$ cat src/rtl/rob_param.sv
// In-order reorder buffer: allocates DISPATCH_W/cycle, completes from WB_PORTS, retires up to COMMIT_W/cycle combinationally, registered 1-cycle flush.
// disp_ready drops below DISPATCH_W free entries or during flush; `ROB_DELAY_SLOT_EN` pairs each branch with its delay slot at commit.
module rob_param #(
  parameter int DEPTH      = 16,
  parameter int DISPATCH_W = 2,
  parameter int COMMIT_W   = 2,
  parameter int WB_PORTS   = 3,
  parameter int PAYLOAD_W  = 64,
  parameter int EXC_W      = 5,
  localparam int IDXW      = $clog2(DEPTH)
) (
  input  logic                            clk,
  input  logic                            reset,
  input  logic [DISPATCH_W-1:0]           disp_valid,
  input  logic [DISPATCH_W-1:0]           disp_is_br,
  input  logic [DISPATCH_W*PAYLOAD_W-1:0] disp_payload,
  output logic                            disp_ready,
  output logic [DISPATCH_W*IDXW-1:0]      disp_idx,
  input  logic [WB_PORTS-1:0]             wb_valid,
  input  logic [WB_PORTS*IDXW-1:0]        wb_idx,
  input  logic [WB_PORTS-1:0]             wb_ex,
  input  logic [WB_PORTS*EXC_W-1:0]       wb_exccode,
  input  logic [WB_PORTS-1:0]             wb_mispredict,
  output logic [COMMIT_W-1:0]             commit_valid,
  output logic [COMMIT_W*PAYLOAD_W-1:0]   commit_payload,
  output logic                            flush,
  output logic                            flush_ex,
  output logic [EXC_W-1:0]                flush_exccode,
  output logic                            flush_bd,
  output logic [PAYLOAD_W-1:0]            flush_payload,
  output logic [IDXW:0]                   count,
  output logic                            empty
);

  typedef logic [IDXW:0]   ptr_t;
  typedef logic [IDXW-1:0] idx_t;

  typedef struct packed {
    logic             vld;
    logic             cmp;
    logic             ex;
    logic             mis;
    logic             br;
    logic [EXC_W-1:0] exccode;
  } ent_t;

  localparam ptr_t DEPTH_P = ptr_t'(DEPTH);

  // One extra lookahead slot is needed to see a branch's delay slot.
`ifdef ROB_DELAY_SLOT_EN
  localparam int OKN = COMMIT_W + 1;
`else
  localparam int OKN = COMMIT_W;
`endif

  ent_t                 ent [DEPTH];
  logic [PAYLOAD_W-1:0] pay [DEPTH];
  ptr_t                 head;
  ptr_t                 tail;

  idx_t            slot_idx [OKN];
  idx_t            disp_at  [DISPATCH_W];
  idx_t            wb_at    [WB_PORTS];
  logic [OKN-1:0]  ok;
  logic [COMMIT_W-1:0] ret;
  ptr_t            ret_cnt;
  ptr_t            disp_cnt;
  logic            go;
  logic            pair;
  logic            misp_fire;
  idx_t            misp_src;
  logic            exc_fire;
  logic            exc_bd;
  logic [EXC_W-1:0] exc_code;
  logic            kill;
  idx_t            flush_src;
  logic            alloc;

  assign count      = tail - head;
  assign empty      = (count == '0);
  assign disp_ready = !flush && ((DEPTH_P - count) >= ptr_t'(DISPATCH_W));
  assign alloc      = disp_valid[0] && disp_ready;

  always_comb begin
    disp_cnt = '0;
    for (int k = 0; k < DISPATCH_W; k++) begin
      disp_at[k] = tail[IDXW-1:0] + idx_t'(k);
      disp_idx[k*IDXW +: IDXW] = disp_at[k];
      disp_cnt = disp_cnt + ptr_t'(disp_valid[k]);
    end
    for (int p = 0; p < WB_PORTS; p++) begin
      wb_at[p] = wb_idx[p*IDXW +: IDXW];
    end
  end

  always_comb begin
    for (int k = 0; k < OKN; k++) begin
      slot_idx[k] = head[IDXW-1:0] + idx_t'(k);
      ok[k] = (ptr_t'(k) < count) && ent[slot_idx[k]].vld &&
              ent[slot_idx[k]].cmp && !ent[slot_idx[k]].ex;
    end
  end

  // Retire window: prefix of ready entries, cut after a mispredicted branch.
  always_comb begin
    ret       = '0;
    go        = !flush;
    pair      = 1'b0;
    misp_fire = 1'b0;
    misp_src  = slot_idx[0];
    for (int k = 0; k < COMMIT_W; k++) begin
`ifdef ROB_DELAY_SLOT_EN
      if (go && pair) begin
        ret[k] = 1'b1;
        pair   = 1'b0;
        if (misp_fire) go = 1'b0;
      end else if (go && ok[k] && ent[slot_idx[k]].br) begin
        if ((k < COMMIT_W-1) && ok[k+1]) begin
          ret[k] = 1'b1;
          pair   = 1'b1;
          if (ent[slot_idx[k]].mis) begin
            misp_fire = 1'b1;
            misp_src  = slot_idx[k];
          end
        end else begin
          go = 1'b0;
        end
      end else if (go && ok[k]) begin
        ret[k] = 1'b1;
      end else begin
        go = 1'b0;
      end
`else
      if (go && ok[k]) begin
        ret[k] = 1'b1;
        if (ent[slot_idx[k]].br && ent[slot_idx[k]].mis) begin
          misp_fire = 1'b1;
          misp_src  = slot_idx[k];
          go        = 1'b0;
        end
      end else begin
        go = 1'b0;
      end
`endif
    end
  end

  always_comb begin
    exc_fire = 1'b0;
    exc_bd   = 1'b0;
    exc_code = '0;
    if (!flush && !empty && ent[slot_idx[0]].vld && ent[slot_idx[0]].cmp && ent[slot_idx[0]].ex) begin
      exc_fire = 1'b1;
      exc_code = ent[slot_idx[0]].exccode;
    end
`ifdef ROB_DELAY_SLOT_EN
    // Faulting delay slot: report against the branch so EPC points at it.
    else if (!flush && ok[0] && ent[slot_idx[0]].br && ent[slot_idx[1]].vld &&
             ent[slot_idx[1]].cmp && ent[slot_idx[1]].ex) begin
      exc_fire = 1'b1;
      exc_bd   = 1'b1;
      exc_code = ent[slot_idx[1]].exccode;
    end
`endif
  end

  always_comb begin
    ret_cnt = '0;
    for (int k = 0; k < COMMIT_W; k++) begin
      ret_cnt = ret_cnt + ptr_t'(ret[k]);
      commit_payload[k*PAYLOAD_W +: PAYLOAD_W] = ret[k] ? pay[slot_idx[k]] : '0;
    end
  end

  assign commit_valid = ret;
  assign kill         = misp_fire || exc_fire;
  assign flush_src    = misp_fire ? misp_src : slot_idx[0];

  always_ff @(posedge clk) begin
    if (reset) begin
      head          <= '0;
      tail          <= '0;
      flush         <= 1'b0;
      flush_ex      <= 1'b0;
      flush_exccode <= '0;
      flush_bd      <= 1'b0;
      flush_payload <= '0;
      for (int i = 0; i < DEPTH; i++) ent[i] <= '0;
    end else begin
      flush         <= kill;
      flush_ex      <= exc_fire;
      flush_exccode <= exc_fire ? exc_code : '0;
      flush_bd      <= exc_fire && exc_bd;
      flush_payload <= kill ? pay[flush_src] : '0;
      if (kill) begin
        head <= '0;
        tail <= '0;
        for (int i = 0; i < DEPTH; i++) ent[i].vld <= 1'b0;
      end else begin
        head <= head + ret_cnt;
        for (int k = 0; k < COMMIT_W; k++) begin
          if (ret[k]) ent[slot_idx[k]].vld <= 1'b0;
        end
        // Descending loop so the lowest-numbered port has the final say.
        if (!flush) begin
          for (int p = WB_PORTS-1; p >= 0; p--) begin
            if (wb_valid[p] && ent[wb_at[p]].vld) begin
              ent[wb_at[p]].cmp     <= 1'b1;
              ent[wb_at[p]].ex      <= wb_ex[p];
              ent[wb_at[p]].mis     <= wb_mispredict[p];
              ent[wb_at[p]].exccode <= wb_exccode[p*EXC_W +: EXC_W];
            end
          end
        end
        if (alloc) begin
          tail <= tail + disp_cnt;
          for (int k = 0; k < DISPATCH_W; k++) begin
            if (disp_valid[k]) begin
              ent[disp_at[k]].vld     <= 1'b1;
              ent[disp_at[k]].cmp     <= 1'b0;
              ent[disp_at[k]].ex      <= 1'b0;
              ent[disp_at[k]].mis     <= 1'b0;
              ent[disp_at[k]].br      <= disp_is_br[k];
              ent[disp_at[k]].exccode <= '0;
            end
          end
        end
      end
    end
  end

  always_ff @(posedge clk) begin
    if (alloc) begin
      for (int k = 0; k < DISPATCH_W; k++) begin
        if (disp_valid[k]) pay[disp_at[k]] <= disp_payload[k*PAYLOAD_W +: PAYLOAD_W];
      end
    end
  end

endmodule

$ cat config.mk
export PLATFORM = sky130hd
export DESIGN_NAME = rob_param
export DESIGN_NICKNAME = d
export VERILOG_FILES = /design/src/rtl/rob_param.sv
export SDC_FILE = /design/constraint.sdc
export NUM_CORES = 2
export LEC_CHECK = 0
export ABC_CLOCK_PERIOD_IN_PS = 27300
export CAP_MARGIN = 20
export CORE_MARGIN = 5
export CORE_UTILIZATION = 45
export DETAILED_ROUTE_END_ITERATION = 8
export PLACE_DENSITY_LB_ADDON = 0.1
export SYNTH_ARGS = -nofsm -noshare
export SYNTH_HDL_FRONTEND = slang
export SYNTH_SLANG_ARGS = --single-unit
$ cat constraint.sdc
create_clock -name clk -period 27.3 [get_ports clk]
set_input_delay 5.46 -clock clk [delete_from_list [all_inputs] [get_ports clk]]
set_output_delay 5.46 -clock clk [all_outputs]
set_load 0.05 [all_outputs]
== Word level (Yosys, flattened, before mapping) ==
Memories as Yosys holds them, arrays and structs flattened. A register that Yosys moved wholly into a read port is not among the register bits.
Cells that the tools add are included.
Widths: inputs -> output; s select.
Cells by class
  add/sub/neg operators: 8
  muxes and demuxes: 93
  reduce and logical (&&, ||, !) cells: 35
  $lt $le $gt $ge: 3
  bitwise logic cells: 19
Operator list (number)
  $mux 64: 2
  $mux 10: 7
  $reduce_or 10->1: 7
  $mux 1: 65
  $mux 4: 12
  $logic_and 1x1->1: 19
  $or 1x1->1: 16
  $add 5x2->5: 2
  $lt 1x5->1 const A: 2
  $mux 3: 3
  $add 4x1->4 const B: 2
  $mux 2: 4
  $ge 5x2->1 const B: 1
  $logic_not 5->1: 1
  $sub 5x5->5: 1
  $sub 5x5->5 const A: 1
  $add 1x1->2: 2
  $logic_not 1->1: 4
  $reduce_or 2->1: 2
  $not 1->1: 3
  $reduce_or 3->1: 1
  $logic_or 1x1->1: 1
Word-level totals
  output and inout port bits: 217
  register bits: 17
  memory bits (writable): 1184
  memories kept: 2
  logic and storage cells: 165
  input bits: 170
Memory list
  pay: words 16, bits a word 64, rd ports 3, clocked after memory_dff 2, wr ports 2, line 57  | logic [PAYLOAD_W-1:0] pay [DEPTH];
  ent: words 16, bits a word 10, rd ports 5, clocked after memory_dff 1, wr ports 16, line 56  | ent_t ent [DEPTH];

== Longest topological paths before layout ==
  word-level depth: 15
  depth in mapped cells: 19
  mapped depth without buffers: 17

== Worst setup path after synthesis ==
No wires, ideal clock.
  kind: in2reg
  start point: input disp_valid[0]
  end point: memory ent[3][7] (netlist bit)
  data arrival time: 12.352 ns
  data required time: 27.177 ns
  stages: 8
  setup time: 0.123 ns
  setup slack: 14.824 ns
  buffers on the path: 1
  cell sequence: o211a_1 > clkbuf_1 > nand2_1 > o31ai_1 > nand3_1 > nand2_1 > a211oi_2 > o2bb2ai_1
RTL lines
  start: declaration: line 14  | input logic [DISPATCH_W-1:0] disp_valid,
  end: declaration: line 56

== Worst setup path after layout ==
  start point: register head[0]
  end point: output commit_payload[65]
On the way
  word-level cells in the longest chain between the ends: 10
  elaborated cells on any way between the ends: 18
  those cells by class: add/sub (2); order compare (2); mux (3); reduce/logical (9); memory (2)
RTL lines
  start: declaration: line 58  | ptr_t head;
  start signal: assignment: line 200  | head <= head + ret_cnt;
  $sub 5x5->5: line 79  | assign count = tail - head;
  $lt 1x5->1: line 99  | ok[k] = (ptr_t'(k) < count) && ent[slot_idx[k]].vld &&
  $logic_and 1x1->1 (2 in a row): line 99
  $logic_and 1x1->1: line 100  | ent[slot_idx[k]].cmp && !ent[slot_idx[k]].ex;
  $logic_and 1x1->1: line 134  | if (go && ok[k]) begin
  $mux 1: line 134
  $logic_and 1x1->1: line 134
  $mux 1: line 134
  $mux 64 *: line 171  | commit_payload[k*PAYLOAD_W +: PAYLOAD_W] = ret[k] ? pay[slot_idx[k]] : '0;
  end: declaration: line 25  | output logic [COMMIT_W*PAYLOAD_W-1:0] commit_payload,
Every way passes the cells marked *; elsewhere a longest branch is shown, timed or not.

==> results.ini <==
[run_status]
outcome=finished, final reports clean

[sta]
hold_violations=0
worstMarginPinSlew_ns=1.17
clock.fmax_mhz=78.8
finClkSkew_ns=0.0277
report.final.slew_viol_count=0
fin_hold_ws_ns=0.454
fin_crit_ns=12.69
slew_headroom_pct=21.9
rsz0062_at_grt=no
final.setup.tns_ns=0
period_share_pct=46.5
setup_viol=0

[detailed_routing]
vias_per_cell=7.11
vias=65952
postRouteAntennaNets=0
drt-initial-drc-count=9702
drt_first_pass_iters=6
wirelength_um=340000
drc_errors=0
wl_per_cell_um=36.7

[global_routing]
grt_pass1_vias=63809
grt_start_max_net_pins=181
gr-usage-all-layers_pct=34.3
grt_pass1_wl_um=479000
antenna_found_initial=53
gr-total-overflow=0

[critical_path]
reg2reg_to=flush_payload[26]
worstPathArrival_ns=7.23
cp.required_ns=21.84
reg2reg_slack_ns=18.76
cp-end-kind=primary output
startpoint_type=flop
reg2regPathDepth=16
r2r-start=head[1]
cp_max_fo=126
critPathKind=flop to primary output

[floorplanning]
initial_utilization_pct=45.2
coreArea_sq_um=183000
rows=157
die_w_um=439
ios=387
fp.dieH_um=439
die_area_sq_um=192000

[clock_tree]
hold_buffers=0
clock_latency_ns=0.83
cts.sinks=1265
post_cts_buffers=0
cts_resized=0
ctsRootBufferMaster=clkbuf_16
cts.path.max_buffers=3
cts-htree-levels=4
cts_tree=yes
cts_buffers=155
clk_pin_slew_worst_paths_ns=0.06

[finish]
fin_util_pct=51.1
multiInputGateArea_sq_um=44100
stdcell_count=9280
fillers=15817
seqCellArea_sq_um=35700
final_nets=6843
syn2layout_area_growth_pct=13.0
drive_gt1_share_pct=32.1

[power]
powerDensity_nw_per_um2=52.9
p_sw_mw=1.28
seqPwrFrac_pct=45.1
p_comb_share_pct=12.2
p_leak_nw=30.7
clkPwrFrac_pct=42.7
ir_drop_v=0.0000420
intPower_mw=3.66
switching_share_pct=26.0

[run]
drv_cap=0

[min_path]
hold_depth=2
hold_path.class=flop to flop
min_from=ent[2][2]
min_to=ent[2][2]

[logic_synthesis]
avgSynthCellArea_sq_um=12.3
yosysSeqAreaShare_pct=43.2
async_reset_ff_share_pct=0
ys_warn_count=0
yosys.cell_types.count=93
syn_inst=6719
ys_dominant_reg_cell=edfxtp_1
ys_ff_latch=1265
synth_edf_count=1040
syn-cell-area_sq_um=82600
syn-num-nets=6911

[placed_design]
io_buffers=385
gp_congestion=0.976
placed_cells=8956
dp_hpwl_um=191000

-- worst max path at each step --
stage	to	slack, ns	startpoint	depth (start not counted)
2_1_floorplan	ent[3][7]	14.82	disp_valid[0]	8
3_3_place_gp	commit_payload[65]	15.37	head[0]	8
3_5_place_dp	commit_payload[65]	15.25	head[0]	8
4_1_cts	commit_payload[65]	14.38	head[0]	8
5_1_grt	commit_payload[65]	14.13	head[0]	8
6_report	commit_payload[65]	14.61	head[0]	8
-- layout make-up --
| class | count | share of cell area, % |
|---|---|---|
| multi-input cells | 4650 | 47.3 |
| flip-flops and latches | 1265 | 38.3 |
| repair buffers | 520 | 5.36 |
| clock buffers | 211 | 4.64 |
| well taps | 2464 | 3.30 |
| clock inverters | 76 | 0.786 |
| inverters | 59 | 0.277 |
| diodes | 35 | 0.0938 |
-- registers in the layout (all words and copies together), names as in the netlist --
name / count
flush_ex: 1
flush: 1
flush_payload: 64
tail: 5
head: 5
pay: 1024
flush_exccode: 5
ent: 160
-- worst max-delay path, cell delays in order (launching register included) --
cell and delay, ns:
dfxtp_4 0.81, buf_4 0.91, buf_12 0.59, buf_4 0.86
buf_4 0.85, mux4_2 0.60, mux4_2 0.62, nor2b_1 0.21
clkdlybuf4s50_1 0.76
-- power groups by stage --
stage	logic (mW)	clock network, mW	registers [mW]
global placement	0.586	0	2.26
detailed placement	0.592	0	2.26
CTS	0.595	2.12	2.22
finish	0.605	2.11	2.23
global route	0.626	2.20	2.23
floorplan	0.352	0	2.25
-- kinds of logic (layout without fill, tap and decap cells) --
family | Yosys count | after routing | synth area share, %
adders and majority gates | 22 | 22 | 0.360
buffers and inverters | 804 | 866 | 3.82
DFF | 1265 | 1265 | 43.2
muxes | 1733 | 1733 | 32.9
xor gates and xnor gates | 14 | 14 | 0.174
AOI/OAI and AO/OA | 973 | 973 | 8.43
other | 1 | 36 | 0.00454
and+or+nand+nor | 1907 | 1907 | 11.1
-- per-layer routing --
layer | wire (um) | GRT usage, %
met3 | 39300 | 8.73
met2 | 153000 | 52.2
met1 | 130000 | 46.2
met4 | 17500 | 16.3
met5 | 127 | 0
-- cell usage after synthesis (13+ instances only) --
cell type | count | area share (%)
edfxtp_1 | 1040 | 38
mux2_2 | 963 | 13
nand2_1 | 751 | 3.4
mux4_2 | 690 | 19
clkbuf_1 | 609 | 2.8
nand3_1 | 516 | 3.1
o21ai_0 | 371 | 2.2
dfxtp_1 | 225 | 5.5
nor2b_1 | 138 | 1.0
nor2_1 | 131 | 0.59
a32o_1 | 102 | 1.2
a31oi_1 | 98 | 0.74
and3_1 | 96 | 0.73
nand4_1 | 89 | 0.67
mux2i_1 | 80 | 0.97
buf_1 | 74 | 0.34
a21oi_1 | 61 | 0.37
nor3_1 | 60 | 0.36
inv_1 | 55 | 0.25
buf_2 | 45 | 0.27
o221ai_1 | 39 | 0.41
o2bb2ai_1 | 37 | 0.39
o31ai_1 | 36 | 0.33
o41ai_2 | 29 | 0.57
nand2b_1 | 21 | 0.16
a31o_1 | 20 | 0.21
o31ai_2 | 20 | 0.30
ha_1 | 19 | 0.29
o22ai_1 | 19 | 0.14
or2_2 | 16 | 0.12
or3_1 | 15 | 0.11
and2_1 | 14 | 0.11
a31o_2 | 13 | 0.14
o21a_1 | 13 | 0.12
-- cell usage in the layout (no fill, tap or decap), types with 102 or more instances in the layout --
| cell type | count |
|---|---|
| edfxtp_1 | 1040 |
| mux2_2 | 963 |
| nand2_1 | 743 |
| mux4_2 | 690 |
| nand3_1 | 510 |
| clkdlybuf4s50_1 | 385 |
| o21ai_0 | 364 |
| dfxtp_1 | 222 |
| clkbuf_16 | 160 |
| nor2b_1 | 138 |
| nor2_1 | 127 |
| buf_4 | 120 |
| a32o_1 | 102 |
-- per-stage QoR --
stage	total power, mW	setup slack, ns	instance area [sq um]
floorplan	2.60	14.82	82600
global placement	2.85	15.37	88200
detailed placement	2.86	15.25	88200
CTS	4.94	14.38	93300
global route	5.06	14.13	93400
finish	4.94	14.61	93400
Note: power is estimated with default switching activity, not from simulation.
